### src/rtl/switch_router.sv
// -----------------------------------------------------------------------------
// switch_router
//   Registered 2x2 routing crossbar. Each producer lane (A, B) tags its word
//   with a destination bit; the block steers the word to OUT0 or OUT1, holds it
//   in a single output register stage and arbitrates round-robin when both
//   lanes target the same output in the same cycle.
//
// Ports
//   clk, rst                 clock (rising edge), asynchronous active-high reset
//   a_valid/a_data/a_dest    lane A word, payload, destination (0=OUT0, 1=OUT1)
//   a_ready                  lane A accept (combinational)
//   b_valid/b_data/b_dest    lane B word, payload, destination
//   b_ready                  lane B accept (combinational)
//   out0_valid/data/src      OUT0 held word and its source lane (0=A, 1=B)
//   out0_ready               OUT0 consumer accept
//   out1_valid/data/src      OUT1 held word and its source lane
//   out1_ready               OUT1 consumer accept
//   sel                      last crossbar setting (0=straight, 1=crossed)
// -----------------------------------------------------------------------------
module switch_router #(
  parameter int P_WIDTH = 32
) (
  input  logic               clk,
  input  logic               rst,
  input  logic               a_valid,
  input  logic [P_WIDTH-1:0] a_data,
  input  logic               a_dest,
  output logic               a_ready,
  input  logic               b_valid,
  input  logic [P_WIDTH-1:0] b_data,
  input  logic               b_dest,
  output logic               b_ready,
  output logic               out0_valid,
  output logic [P_WIDTH-1:0] out0_data,
  output logic               out0_src,
  input  logic               out0_ready,
  output logic               out1_valid,
  output logic [P_WIDTH-1:0] out1_data,
  output logic               out1_src,
  input  logic               out1_ready,
  output logic               sel
);

  logic [1:0]         vld_p1;
  logic [1:0]         src_p1;
  logic [P_WIDTH-1:0] data0_p1;
  logic [P_WIDTH-1:0] data1_p1;
  logic               sel_p1;
  logic               prio_p1;   // 0: A favoured on conflict, 1: B favoured

  logic [1:0] can_accept;
  logic [1:0] drain;
  logic [1:0] load_a;
  logic [1:0] load_b;
  logic       conflict;
  logic       a_fire;
  logic       b_fire;

  // An output slot can take a new word if it is empty or is draining this
  // cycle; the latter gives back-to-back throughput.
  assign drain      = vld_p1 & {out1_ready, out0_ready};
  assign can_accept = ~vld_p1 | {out1_ready, out0_ready};

  assign conflict = a_valid & b_valid & (a_dest == b_dest);

  // Ready never looks at the lane's own valid, only at the competing lane.
  assign a_ready = can_accept[a_dest] & ~(b_valid & (b_dest == a_dest) &  prio_p1);
  assign b_ready = can_accept[b_dest] & ~(a_valid & (a_dest == b_dest) & ~prio_p1);

  assign a_fire = a_valid & a_ready;
  assign b_fire = b_valid & b_ready;

  // Arbitration guarantees load_a and load_b never hit the same output.
  always_comb begin
    load_a = 2'b00;
    load_b = 2'b00;
    if (a_fire) load_a[a_dest] = 1'b1;
    if (b_fire) load_b[b_dest] = 1'b1;
  end

  // ---- stage p1: output registers, arbitration and crossbar state ----
  always_ff @(posedge clk or posedge rst) begin
    if (rst) begin
      vld_p1   <= 2'b00;
      src_p1   <= 2'b00;
      data0_p1 <= '0;
      data1_p1 <= '0;
      sel_p1   <= 1'b0;
      prio_p1  <= 1'b0;
    end else begin
      vld_p1 <= load_a | load_b | (vld_p1 & ~drain);

      if (load_a[0]) begin
        data0_p1  <= a_data;
        src_p1[0] <= 1'b0;
      end else if (load_b[0]) begin
        data0_p1  <= b_data;
        src_p1[0] <= 1'b1;
      end

      if (load_a[1]) begin
        data1_p1  <= a_data;
        src_p1[1] <= 1'b0;
      end else if (load_b[1]) begin
        data1_p1  <= b_data;
        src_p1[1] <= 1'b1;
      end

      // A granted conflict hands priority to the loser; a blocked one holds.
      if (conflict && can_accept[a_dest]) prio_p1 <= ~prio_p1;

      // Straight when A goes to OUT0 or B goes to OUT1.
      if (a_fire)      sel_p1 <= a_dest;
      else if (b_fire) sel_p1 <= ~b_dest;
    end
  end

  assign out0_valid = vld_p1[0];
  assign out0_data  = data0_p1;
  assign out0_src   = src_p1[0];
  assign out1_valid = vld_p1[1];
  assign out1_data  = data1_p1;
  assign out1_src   = src_p1[1];
  assign sel        = sel_p1;

endmodule

### config.mk
export PLATFORM = sky130hd
export DESIGN_NAME = switch_router
export DESIGN_NICKNAME = d
export VERILOG_FILES = /design/src/rtl/switch_router.sv
export SDC_FILE = /design/constraint.sdc
export NUM_CORES = 1
export LEC_CHECK = 0
export BUFFER_PORTS_ARGS = -buffer_cell sky130_fd_sc_hd__clkbuf_2
export CORE_MARGIN = 2
export CORE_UTILIZATION = 40
export CTS_CLUSTER_SIZE = 25
export DETAILED_ROUTE_END_ITERATION = 12
export GPL_TIMING_DRIVEN = 0
export PLACE_DENSITY = 0.69
export SLEW_MARGIN = 15
export SYNTH_ARGS = -nofsm -noshare
export SYNTH_HDL_FRONTEND = slang
export SYNTH_SLANG_ARGS = --single-unit
### constraint.sdc
create_clock -name clk -period 6.5 [get_ports clk]
set_input_delay 0.975 -clock clk [delete_from_list [all_inputs] [get_ports clk]]
set_output_delay 0.975 -clock clk [all_outputs]
set_load 0.02 [all_outputs]
### Word level (Yosys, flattened, before mapping)

Cells that the tools add are included.

* order comparisons: 4
* equal/unequal tests: 2
* multiplexer cells: 20
* bitwise gates (word level): 21
* reduce and logical (&&, ||, !) cells: 6

Operators by type and width (count)
* $mux 32: 4
* $mux 1: 12
* $and 1x1->1: 10
* $or 2x2->2: 3
* $reduce_bool 2->1: 3
* $and 2x2->2: 2
* $lt 1x2->1 const B: 2
* $mux 2: 2
* $not 1->1: 4
* $not 2->2: 2
* $logic_and 1x1->1: 3
* $demux 1 s1: 2
* $eq 1x1->1: 2
* $ge 1x1->1 const B: 2

* register bits after elaboration: 70
* bits of input ports: 72
* output and inout port bits: 71
* word-level logic and storage cells: 60

### Depth between registers and ports, before layout

* depth after elaboration: 9
* mapped depth: 6
* mapped depth without buffers: 4

### Worst setup path after synthesis

OpenSTA, ideal clock, no wires.

* kind: in2out
* from: in a_valid
* to: out b_ready
* arrival: 1.673 ns
* required time: 5.525 ns
* path slack: 3.852 ns
* stages: 2
* path buffers: 0
* cell sequence: nor3b_2 o31ai_1

* longest elaborated chain between the ends: 4

RTL lines
* from (decl): line 25 `input logic a_valid,`
* $and 1x1->1 (2 in series): line 68 `assign b_ready = can_accept[b_dest] & ~(a_valid & (a_dest == b_dest) & ~prio_p1);`
* $not 1->1: line 68
* $and 1x1->1: line 68
* to (decl): line 32 `output logic b_ready,`

No other way between the ends.

### Final worst setup path

* from: in out0_ready
* to: out a_ready

* longest elaborated chain between the ends: 4

RTL lines
* from (decl): line 36 `input logic out0_ready,`
* $or 2x2->2: line 62 `assign can_accept = ~vld_p1 | {out1_ready, out0_ready};`
* $mux 1 (not written as such) (2 in series): line 67 `assign a_ready = can_accept[a_dest] & ~(b_valid & (b_dest == a_dest) & prio_p1);`
* $and 1x1->1: line 67
* to (decl): line 28 `output logic a_ready,`

No other way between the ends. The select of a mux whose other input is x is not followed.

==> results.md <==
* Vias in the first global route at 2836
* Share of cells above drive strength 1 at 43.8%
* Detailed-placement wirelength estimate at 6720 um
* FMAX at 343 MHz
* Grt ovf at 0
* Setup violators final at 0
* Number of synthesized register bits at 70
* Initial antenna violation count at 0
* I/O pin count at 143
* Clk root buf: clkbuf_8
* Critical Path End: a_ready
* Maximum vdd drop at 155 uV
* Worst Max-Slew Pin Slew at 0.618 ns
* Crit-path max FO at 6
* CTS tree: done
* FP Rows at 33
* CTS Hold Bufs at 0
* Max-cap viol count at 0
* Critical path origin: out0_ready
* Yosys synthesis warning count at 0
* Antenna-violating nets left at 0
* Flop2flop setup slack at 4.66 ns
* CTS Buffer Depth at 2
* Die extent in x at 96.6 um
* DIE AREA at 9330 um2
* Crit path capture type: output port
* Fin crit period at 2.92 ns
* Fin crit share at 44.9%
* Gr usage total at 20.7%
* Static Leak at 2.12 nW
* Seq/Total Area, Yosys at 51.1%
* Hold/Removal Path Class: reg2reg
* Slew margin rel. at 58.8%
* Unique masters post-synth at 30
* Placer congestion estimate at 0.799
* CP required at 5.52 ns
* Routed WL per cell at 16.4 um
* Post-synthesis average cell area at 11.0 um2
* CTS-repair resized insts at 0
* Setup TNS at 0 ns
* Final Max Tran Viols at 0
* Outcome: completed
* Fillcell total at 775
* RSZ-0062 raised after global routing: false
* Core area at 8260 um2
* Remaining DRCs at 0
* Largest net degree at the start of global routing at 50
* Global-route wire length before repair at 14500 um
* Final Hold Violating Endpoints at 0
* Nature of the critical path startpoint: primary input
* Chip height at 96.6 um
* Antenna Cells at 0
* PortBufs at 142
* Pre-CTS WS at 3.62 ns
* Leading cell type in the layout, fill and taps excluded: clkbuf_2
* Commonest non-fill, non-tap cells in the layout: clkbuf_2, dfrtp_1, nor2_1, mux2i_1, a21oi_1
* Setup Fix Bufs, Post-CTS at 0
* Worst r2r path cells at 5
* Synthesized area at 3430 um2
* Vias per inst at 5.03
* Total wire length at 9410 um
* Power density cells at 380 nW/um2
* Skew-Pair Late Insertion Delay at 0.34 ns
* Drt pass-1 iters at 5
* Final nets at 537
* Worst Skew at 0.00820 ns
* CTS clk-pin slew, worst paths at 0.08 ns
* Post-Synthesis Cells at 311
* Final Total Pwr at 1.74 mW
* Path type of the worst setup path: in2out
* Vias at 2890
* Hold_sp: src_p1[0]
* Layout area overhead at 33.6%
* H-tree depth at 3
* Initial DRC Count at 97
* Initial Util at 41.5%
* Reg2reg start: prio_p1
* Number of buffers created by CTS at 9
* Post-Syn Nets at 383
* Critical path arrival at 1.94 ns
* Worst R2R End: out1_data[8]
* Hold Crit Depth at 1
* Clk sinks at 70
* Worst setup margin at 3.58 ns
[cell usage after synthesis]
| master | count | share of area (%) |
|---|---|---|
| a21oi_1 | 37 | 5.4 |
| buf_4 | 2 | 0.44 |
| dfrtp_1 | 70 | 51 |
| nor3_1 | 1 | 0.15 |
| nor3b_2 | 1 | 0.36 |
| clkbuf_1 | 7 | 0.77 |
| and3_2 | 1 | 0.22 |
| nor2_1 | 66 | 7.2 |
| o31ai_1 | 1 | 0.22 |
| and4_1 | 1 | 0.26 |
| buf_2 | 5 | 0.73 |
| o21ai_0 | 1 | 0.15 |
| xnor2_1 | 1 | 0.26 |
| nor2b_1 | 1 | 0.18 |
| o211ai_1 | 1 | 0.22 |
| a32o_1 | 1 | 0.29 |
| o21ai_1 | 1 | 0.15 |
| nand4bb_2 | 1 | 0.47 |
| nand4_1 | 1 | 0.18 |
| o21a_1 | 2 | 0.44 |
| inv_1 | 2 | 0.22 |
| nor4b_2 | 1 | 0.44 |
| buf_12 | 3 | 1.8 |
| nand3b_1 | 2 | 0.44 |
| nand2_1 | 1 | 0.11 |
| a21oi_2 | 27 | 6.9 |
| nand2b_1 | 1 | 0.18 |
| nand3_1 | 3 | 0.44 |
| mux2i_1 | 64 | 19 |
| buf_6 | 5 | 1.6 |
[where the power goes]
part	switching [mW]	internal (mW)	total, mW
combinational	0.382	0.240	0.622
sequential	0.0746	0.564	0.638
clock	0.164	0.316	0.480
[kinds of logic after synthesis]
group,Yosys count,share of synthesized area (%)
multiplexers,64,18.7
AND/OR/NAND/NOR,81,10.7
buffers and inverters,24,5.55
XOR/XNOR,1,0.256
AO/OA/AOI/OAI,71,13.8
flip-flops,70,51.1
[per-stage QoR]
stage          hold slack [ns]  util, %  instance area [um2]  cells
2_1_floorplan            0.517        -                 3430    311
3_3_place_gp             0.472     51.7                 4270    558
3_5_place_dp             0.488     52.1                 4300    559
4_1_cts                  0.516     55.5                 4580    575
5_1_grt                  0.535     55.5                 4580    575
6_report                 0.514     55.5                 4580    575
[per-layer routing]
layer  routed length (um)  share of wire, %  global-route usage, %  vias up
li1                     -                 -                      -     1390
met1                 4030                43                   26.4     1390
met2                 4710                50                   35.0      102
met3                  575               6.1                   4.42        8
met4                   93              0.99                   6.81        0
met5                    0                 0                      0        -
[worst max-delay path, cell delays in order]
cell and delay (ns):
clkbuf_2 0.08, nor2b_1 0.40, nor2_1 0.09, a32o_1 0.24, clkbuf_2 0.16
[worst min path at each step]
| stage | end | slack [ns] |
|---|---|---|
| final | src_p1[0] | 0.51 |
| after global routing | src_p1[0] | 0.54 |
| after CTS | src_p1[0] | 0.52 |
| after detailed placement | src_p1[0] | 0.49 |
| after global placement | src_p1[1] | 0.47 |
| after floorplan | prio_p1 | 0.52 |
[sequential cells by signal, indices dropped and copies added (netlist names)]
name	flops
out0_data	32
out1_data	32
prio_p1	1
sel	1
src_p1	2
vld_p1	2
[cell type report]
type | count | area, um2 | share of cell area (%)
buffer | 22 | 183 | 3.99
timing repair buffer | 143 | 738 | 16.1
inverter | 2 | 10.0 | 0.219
multi-input combinational | 217 | 1490 | 32.5
clock buffer | 11 | 151 | 3.31
tap | 105 | 131 | 2.87
clock inverter | 5 | 129 | 2.81
sequential | 70 | 1750 | 38.2
No activity file was read; power rests on OpenSTA's default activity.
